## src/rtl/face_snapshot_bank.sv

```systemverilog
// face_snapshot_bank: bank of FACES colour snapshots, CELLS words each.
// Captures a full face from the live colour bus into an auto-selected
// (write-pointer) or explicitly indexed slot, and provides a registered
// random-access read port plus per-slot valid and full status.
//
// Ports:
//   clk, rst       clock (rising edge) and async active-high reset
//   cells_in       live colours, cell i at [i*CW +: CW]
//   cap_req        capture strobe (one capture per cycle while high)
//   cap_sel_en     1: target is cap_face, 0: target is wr_ptr
//   cap_face       explicit target slot
//   clr            synchronous clear of the whole bank
//   rd_face/cell   read address; rd_data returns one cycle later
//   face_valid     bit f set once slot f holds a capture
//   wr_ptr         next auto-capture slot
//   full           all slots valid
//   cap_done/err   one-cycle pulses: capture accepted / refused
module face_snapshot_bank #(
  parameter int unsigned CELLS = 12,
  parameter int unsigned CW    = 12,
  parameter int unsigned FACES = 6,
  parameter int unsigned WRAP  = 0,
  localparam int unsigned FW   = (FACES > 1) ? $clog2(FACES) : 1,
  localparam int unsigned IW   = (CELLS > 1) ? $clog2(CELLS) : 1
) (
  input  logic                clk,
  input  logic                rst,
  input  logic [CELLS*CW-1:0] cells_in,
  input  logic                cap_req,
  input  logic                cap_sel_en,
  input  logic [FW-1:0]       cap_face,
  input  logic                clr,
  input  logic [FW-1:0]       rd_face,
  input  logic [IW-1:0]       rd_cell,
  output logic [CW-1:0]       rd_data,
  output logic [FACES-1:0]    face_valid,
  output logic [FW-1:0]       wr_ptr,
  output logic                full,
  output logic                cap_done,
  output logic                cap_err
);

  // One extra bit so slot/cell range checks work for any FACES/CELLS.
  localparam int unsigned FW1 = FW + 1;
  localparam int unsigned IW1 = IW + 1;

  logic [CW-1:0] mem [FACES][CELLS];

  logic [FW-1:0]    target_c;
  logic             refuse_c;
  logic             accept_c;
  logic             rd_oob_c;
  logic [FACES-1:0] valid_next_c;

  // Capture decision and the face_valid value this edge will produce.
  always_comb begin
    target_c     = cap_sel_en ? cap_face : wr_ptr;
    refuse_c     = 1'b0;
    accept_c     = 1'b0;
    valid_next_c = face_valid;
    if (cap_req && !clr) begin
      if (cap_sel_en) begin
        refuse_c = ({1'b0, cap_face} >= FW1'(FACES));
      end else begin
        refuse_c = full && (WRAP == 0);
      end
      accept_c = !refuse_c;
    end
    if (accept_c) begin
      valid_next_c[target_c] = 1'b1;
    end
    rd_oob_c = ({1'b0, rd_face} >= FW1'(FACES)) ||
               ({1'b0, rd_cell} >= IW1'(CELLS));
  end

  // Snapshot storage.
  always_ff @(posedge clk or posedge rst) begin
    if (rst) begin
      for (int unsigned f = 0; f < FACES; f++) begin
        for (int unsigned c = 0; c < CELLS; c++) begin
          mem[f][c] <= '0;
        end
      end
    end else if (clr) begin
      for (int unsigned f = 0; f < FACES; f++) begin
        for (int unsigned c = 0; c < CELLS; c++) begin
          mem[f][c] <= '0;
        end
      end
    end else if (accept_c) begin
      for (int unsigned f = 0; f < FACES; f++) begin
        if (target_c == FW'(f)) begin
          for (int unsigned c = 0; c < CELLS; c++) begin
            mem[f][c] <= cells_in[c*CW +: CW];
          end
        end
      end
    end
  end

  // Status, write pointer and capture pulses.
  always_ff @(posedge clk or posedge rst) begin
    if (rst) begin
      face_valid <= '0;
      wr_ptr     <= '0;
      full       <= 1'b0;
      cap_done   <= 1'b0;
      cap_err    <= 1'b0;
    end else if (clr) begin
      face_valid <= '0;
      wr_ptr     <= '0;
      full       <= 1'b0;
      cap_done   <= 1'b0;
      cap_err    <= 1'b0;
    end else begin
      face_valid <= valid_next_c;
      full       <= &valid_next_c;
      cap_done   <= accept_c;
      cap_err    <= refuse_c;
      if (accept_c && !cap_sel_en) begin
        wr_ptr <= (wr_ptr == FW'(FACES - 1)) ? '0 : wr_ptr + FW'(1);
      end
    end
  end

  // Read port; reads the pre-capture contents when a capture hits the same slot.
  always_ff @(posedge clk or posedge rst) begin
    if (rst) begin
      rd_data <= '0;
    end else if (rd_oob_c) begin
      rd_data <= '0;
    end else begin
      rd_data <= mem[rd_face][rd_cell];
    end
  end

endmodule

```

## config.mk

```make
export PLATFORM = sky130hd
export DESIGN_NAME = face_snapshot_bank
export DESIGN_NICKNAME = d
export VERILOG_FILES = /design/src/rtl/face_snapshot_bank.sv
export SDC_FILE = /design/constraint.sdc
export NUM_CORES = 2
export LEC_CHECK = 0
export CORE_ASPECT_RATIO = 0.8
export CORE_UTILIZATION = 35
export DETAILED_ROUTE_END_ITERATION = 6
export PLACE_DENSITY_LB_ADDON = 0.1
export SLEW_MARGIN = 20
export SYNTH_ARGS = -nofsm -noshare
export SYNTH_HDL_FRONTEND = slang
export SYNTH_SLANG_ARGS = --single-unit
```

## constraint.sdc

```tcl
create_clock -name clk -period 29.7 [get_ports clk]
set_input_delay 5.94 -clock clk [delete_from_list [all_inputs] [get_ports clk]]
set_output_delay 5.94 -clock clk [all_outputs]
set_load 0.02 [all_outputs]
```

After elaboration in Yosys (flattened, before gate mapping) --
Index checks and enable logic that the tools add are counted.
Operators by class: reductions and logical operators 23, $lt $le $gt $ge 7, multiplexer cells 30, equality and inequality tests 6, $add $sub $neg 1, bitwise gates (word level) 3
Operators with widths (count):
- $mux W864 | 2
- $mux W144 | 8
- $bmux W144 S3 | 1
- $bmux W12 S4 | 1
- $mux W12 | 3
- $reduce_bool A2 Y1 | 8
- $mux W3 | 4
- $mux W6 | 2
- $reduce_and A2 Y1 | 6
- $eq A3 B3 Y1 const B | 3
- $ge A4 B4 Y1 const B | 2
- $mux W1 | 8
- $eq A3 B2 Y1 const B | 2
- $ge A3 B3 Y1 const B | 2
- $or A6 B6 Y6 | 1
- $reduce_and A6 Y1 | 1
- $ge A5 B5 Y1 const B | 1
- $not A4 Y5 | 1
- $lt A3 B4 Y1 const B | 1
- $not A3 Y4 | 1
- $add A3 B1 Y3 const B | 1
- $demux W1 S3 | 1
- $eq A3 B1 Y1 const B | 1
- $ge A3 B1 Y1 const B | 1
- 4 further kinds | 8
Word-level totals: bits of input ports 159, flip-flop bits (word level) 888, output and inout port bits 24

Depth between registers and ports, before layout --
depth in word-level cells 9, depth in mapped cells 9, gate-level depth less buffers 5

Worst setup path after synthesis --
OpenSTA, ideal clock, no wires.
path type input to register, start point input port rd_cell[0], end point register rd_data[0], setup time 0.123 ns, buffers on the path 3, stages 7, arrival time 7.393 ns, slack 22.184 ns, path through buf_4 > buf_6 > buf_6 > mux4_2 > o22ai_1 > nor2_1 > o221a_2
Between the ends: longest elaborated chain between the ends 5, elaborated cells on any way between the ends 7, classes of those cells order compare (1); mux (4); bitwise (1); reduce/logical (1)
Ends and longest elaborated chain:
- start, declared | line 34 | input logic [IW-1:0] rd_cell,
- $not A4 Y5 (implied by the code) | line 133 | rd_data <= mem[rd_face][rd_cell];
- $bmux W12 S4 | line 133
- $mux W12 (implied by the code) (2 in series) | line 133
- $mux W12 (*) | line 130 | end else if (rd_oob_c) begin
- end signal, assigned | line 133
- end, declared | line 35 | output logic [CW-1:0] rd_data,
Every way passes the cells marked *; elsewhere a longest branch is shown, timed or not. The select of a mux whose other input is x is not followed. A chain may end at the register's enable or synchronous reset.

==> results.sh <==
export IMPL_status="complete, but fails checks"
export IMPL_violations="design-rule violations"
export IMPL_postCtsSetupRepairBufs=0
export IMPL_finalHoldViolations=0
export IMPL_crit_end="cap_done$_DFF_PP0_"
export IMPL_top_usage_layer="met1"
export IMPL_place_hpwl_mm=83.39
export IMPL_maxCapViolCount=0
export IMPL_track_usage_pct=24.73
export IMPL_grt_antenna_before_repair=15
export IMPL_synth_area_sq_um=42400
export IMPL_grt_pass1_vias=34110
export IMPL_timing_setup_tns_ns=0
export IMPL_post_cts_resized=0
export IMPL_cts_sinks=888
export IMPL_power_switching_uw=712.1
export IMPL_syn_to_final_growth_pct=13.51
export IMPL_finalSetupViolCount=0
export IMPL_required_ns=30.39
export IMPL_post_synth_inst_count=4676
export IMPL_synth_nets=4835
export IMPL_ys_flop_type="dfrtp_1"
export IMPL_leakagePower_nw=19.77
export IMPL_start_util_pct=35.49
export IMPL_p_per_area_nw_per_um2=56.96
export IMPL_slew_headroom_pct=23.50
export IMPL_seqPwrFrac_pct=45.1
export IMPL_postLayoutCellArea_sq_um=48120
export IMPL_cts_hold_fix_buffers=0
export IMPL_synth_avg_cell_area_sq_um=9.067
export IMPL_tritoncts="done"
export IMPL_rows=113
export IMPL_grt_max_degree=202
export IMPL_drt_total_wl_mm=151.0
export IMPL_r2r_start="wr_ptr[1]$_DFFE_PP0P_"
export IMPL_layout_drive_gt1_share_pct=6.908
export IMPL_skew_ns=0.02922
export IMPL_multiInputGateArea_sq_um=18070
export IMPL_fillers=11980
export IMPL_synth_warnings=0
export IMPL_die_area_sq_um=122500
export IMPL_synth_seq_area_share_pct=52.41
export IMPL_gp_congestion=0.7502
export IMPL_dr_pass1_iters=7
export IMPL_comb_power_share_pct=8.6
export IMPL_setup_worst_path_start="rst"
export IMPL_clk_pin_slew_ns=0.06
export IMPL_dpl_cell_area_sq_um=44780
export IMPL_fmax_mhz=100.8
export IMPL_synthArstFlopShare_pct=100.0
export IMPL_power_clock_fraction_pct=46.2
export IMPL_power_internal_mw=2.029
export IMPL_finalCritPeriodShare_pct=33.40
export IMPL_cts_root_buffer="clkbuf_16"
export IMPL_ys_types=54
export IMPL_path_class="primary input to async pin"
export IMPL_numCtsBuffers=100
export IMPL_die_h_microns=313.3
export IMPL_worstPathMaxFanout=154
export IMPL_htree_levels=3
export IMPL_grtUsageMet2_pct=36.15
export IMPL_regArea_sq_um=22220
export IMPL_layout_nets=4796
export IMPL_synth_edff_count=0
export IMPL_ys_top_cells_by_area="dfrtp_1 (52%), nand2_1 (16%), a21oi_1 (11%)"
export IMPL_crit_arrival_ns=10.61
export IMPL_tightest_slew_ns=1.148
export IMPL_initialDrtViolationCount=2929
export IMPL_clockBufferDepth=3
export IMPL_reg2reg_slack_ns=26.01
export IMPL_yosysMostFrequentCell="nand2_1"
export IMPL_peakVddDrop_mv=0.04297
export IMPL_core_area_sq_um=119500
export IMPL_clk_latency_ns=0.72
export IMPL_ant_nets=0
export IMPL_dr_total_vias=33920
export IMPL_port_buffers=182
export IMPL_grt_overflow_total=0
export IMPL_hp_class="flip-flop to flip-flop"
export IMPL_p_sw_share_pct=25.98
export IMPL_synth_seq_cells=888
export IMPL_post_route_min_period_ns=9.920
export IMPL_slew_viol_final=0
export IMPL_rsz0062_at_grt="no"
export IMPL_die_w_microns=391.1
export IMPL_synthTopCellsByCount="nand2_1 (1770), a21oi_1 (902), dfrtp_1 (888), mux2i_1 (322), clkbuf_1 (180)"
export IMPL_cp_end_kind="async pin"
export IMPL_met1_usage_pct=38.21
export IMPL_grt_pass1_wl_mm=229.7
export IMPL_drc=2
export IMPL_pin_count=183
export IMPL_reg2regPathDepth=7
export IMPL_detail_route_vias_per_cell=5.353
export IMPL_wl_per_cell_microns=23.83
export IMPL_final_util_pct=40.28
export IMPL_critPathLaunchType="primary input"
export IMPL_grt_util_met3_pct=3.902
export IMPL_yosysTopAreaCell="dfrtp_1"
export IMPL_r2r_end="mem[318]$_DFFE_PP0P_"
export IMPL_netlist_area_leader_share_pct=52.41
[routing by layer]
layer | share of wire (%) | wire (microns)
met1 | 49 | 74590
met2 | 43 | 65640
met3 | 5.4 | 8173
met4 | 1.7 | 2608
met5 | 0.018 | 27
[metrics by stage]
| step | total power, mW | setup WS, ns | hold WS (ns) | std cells |
|---|---|---|---|---|
| floorplan | 1.388 | 11.55 | 0.4971 | 4676 |
| global placement | 1.497 | 18.21 | 0.5062 | 6144 |
| detailed placement | 1.497 | 18.22 | 0.5115 | 6144 |
| CTS | 2.771 | 18.98 | 0.5199 | 6328 |
| global route | 2.836 | 19.11 | 0.5314 | 6335 |
| finish | 2.741 | 19.78 | 0.5178 | 6337 |
[power groups by stage]
stage	combinational (mW)	clock [mW]	sequential, mW
detailed placement	0.238	0	1.26
CTS	0.239	1.30	1.24
floorplan	0.128	0	1.26
global route	0.255	1.34	1.24
finish	0.237	1.27	1.24
global placement	0.238	0	1.26
[cell usage in the layout (no fill, tap or decap), drive strengths merged, types with 3 or more instances in the layout]
cell / instances
inv: 13
buf: 76
o22a: 7
clkinv: 15
mux2i: 323
o221ai: 3
bufinv: 5
a22oi: 103
a21boi: 11
a31oi: 7
nor4: 4
diode: 8
clkinvlp: 6
or2: 6
or3: 5
o311a: 3
clkdlybuf4s50: 176
mux2: 3
nand2: 1770
nand3: 18
nor2: 37
mux4: 54
o311ai: 7
a221oi: 23
o22ai: 8
clkbuf: 154
a21oi: 902
and3: 11
and2: 4
dfrtp: 888
nand4: 33
o211a: 3
o211ai: 7
nor2b: 5
o21ai: 6
nor3: 8
[worst max-delay path, stage by stage]
cell,delay (ns)
clkdlybuf4s50_1,0.44
clkinvlp_4,0.16
buf_12,0.61
buf_12,0.31
buf_4,0.73
buf_4,0.73
buf_4,0.65
buf_4,0.84
[worst min path at each step]
stage / startpoint / to / cells after the start / slack (ns)
6_report: mem[592]$_DFFE_PP0P_ / mem[592]$_DFFE_PP0P_ / 2 / 0.52
4_1_cts: mem[245]$_DFFE_PP0P_ / mem[245]$_DFFE_PP0P_ / 2 / 0.52
3_5_place_dp: mem[245]$_DFFE_PP0P_ / mem[245]$_DFFE_PP0P_ / 2 / 0.51
3_3_place_gp: mem[245]$_DFFE_PP0P_ / mem[245]$_DFFE_PP0P_ / 2 / 0.51
2_1_floorplan: mem[365]$_DFFE_PP0P_ / mem[365]$_DFFE_PP0P_ / 2 / 0.50
5_1_grt: mem[715]$_DFFE_PP0P_ / mem[715]$_DFFE_PP0P_ / 2 / 0.53
[cells by family after synthesis]
kind of cell    Yosys count  share of synthesized area, %
buf+inv                 402                         5.153
mux                     380                         10.60
flops                   888                         52.41
compound gates         1101                         14.33
simple gates           1905                         17.49
[flip-flops by register name, indices dropped and copies added (netlist names)]
name and cells:
full 1, face_valid 6, wr_ptr 3, rd_data 12
cap_done 1, cap_err 1, mem 864
[cell type report]
class                   instances  area share [%]
diodes                          8         0.04160
clock buffers                 153           6.198
clock inverters                31          0.6552
inverters                       8         0.07020
multi-input cells            3386           37.56
flip-flops and latches        888           46.18
well taps                    1610           4.186
repair buffers                253           5.114
Power figures use the tool's default switching activity.
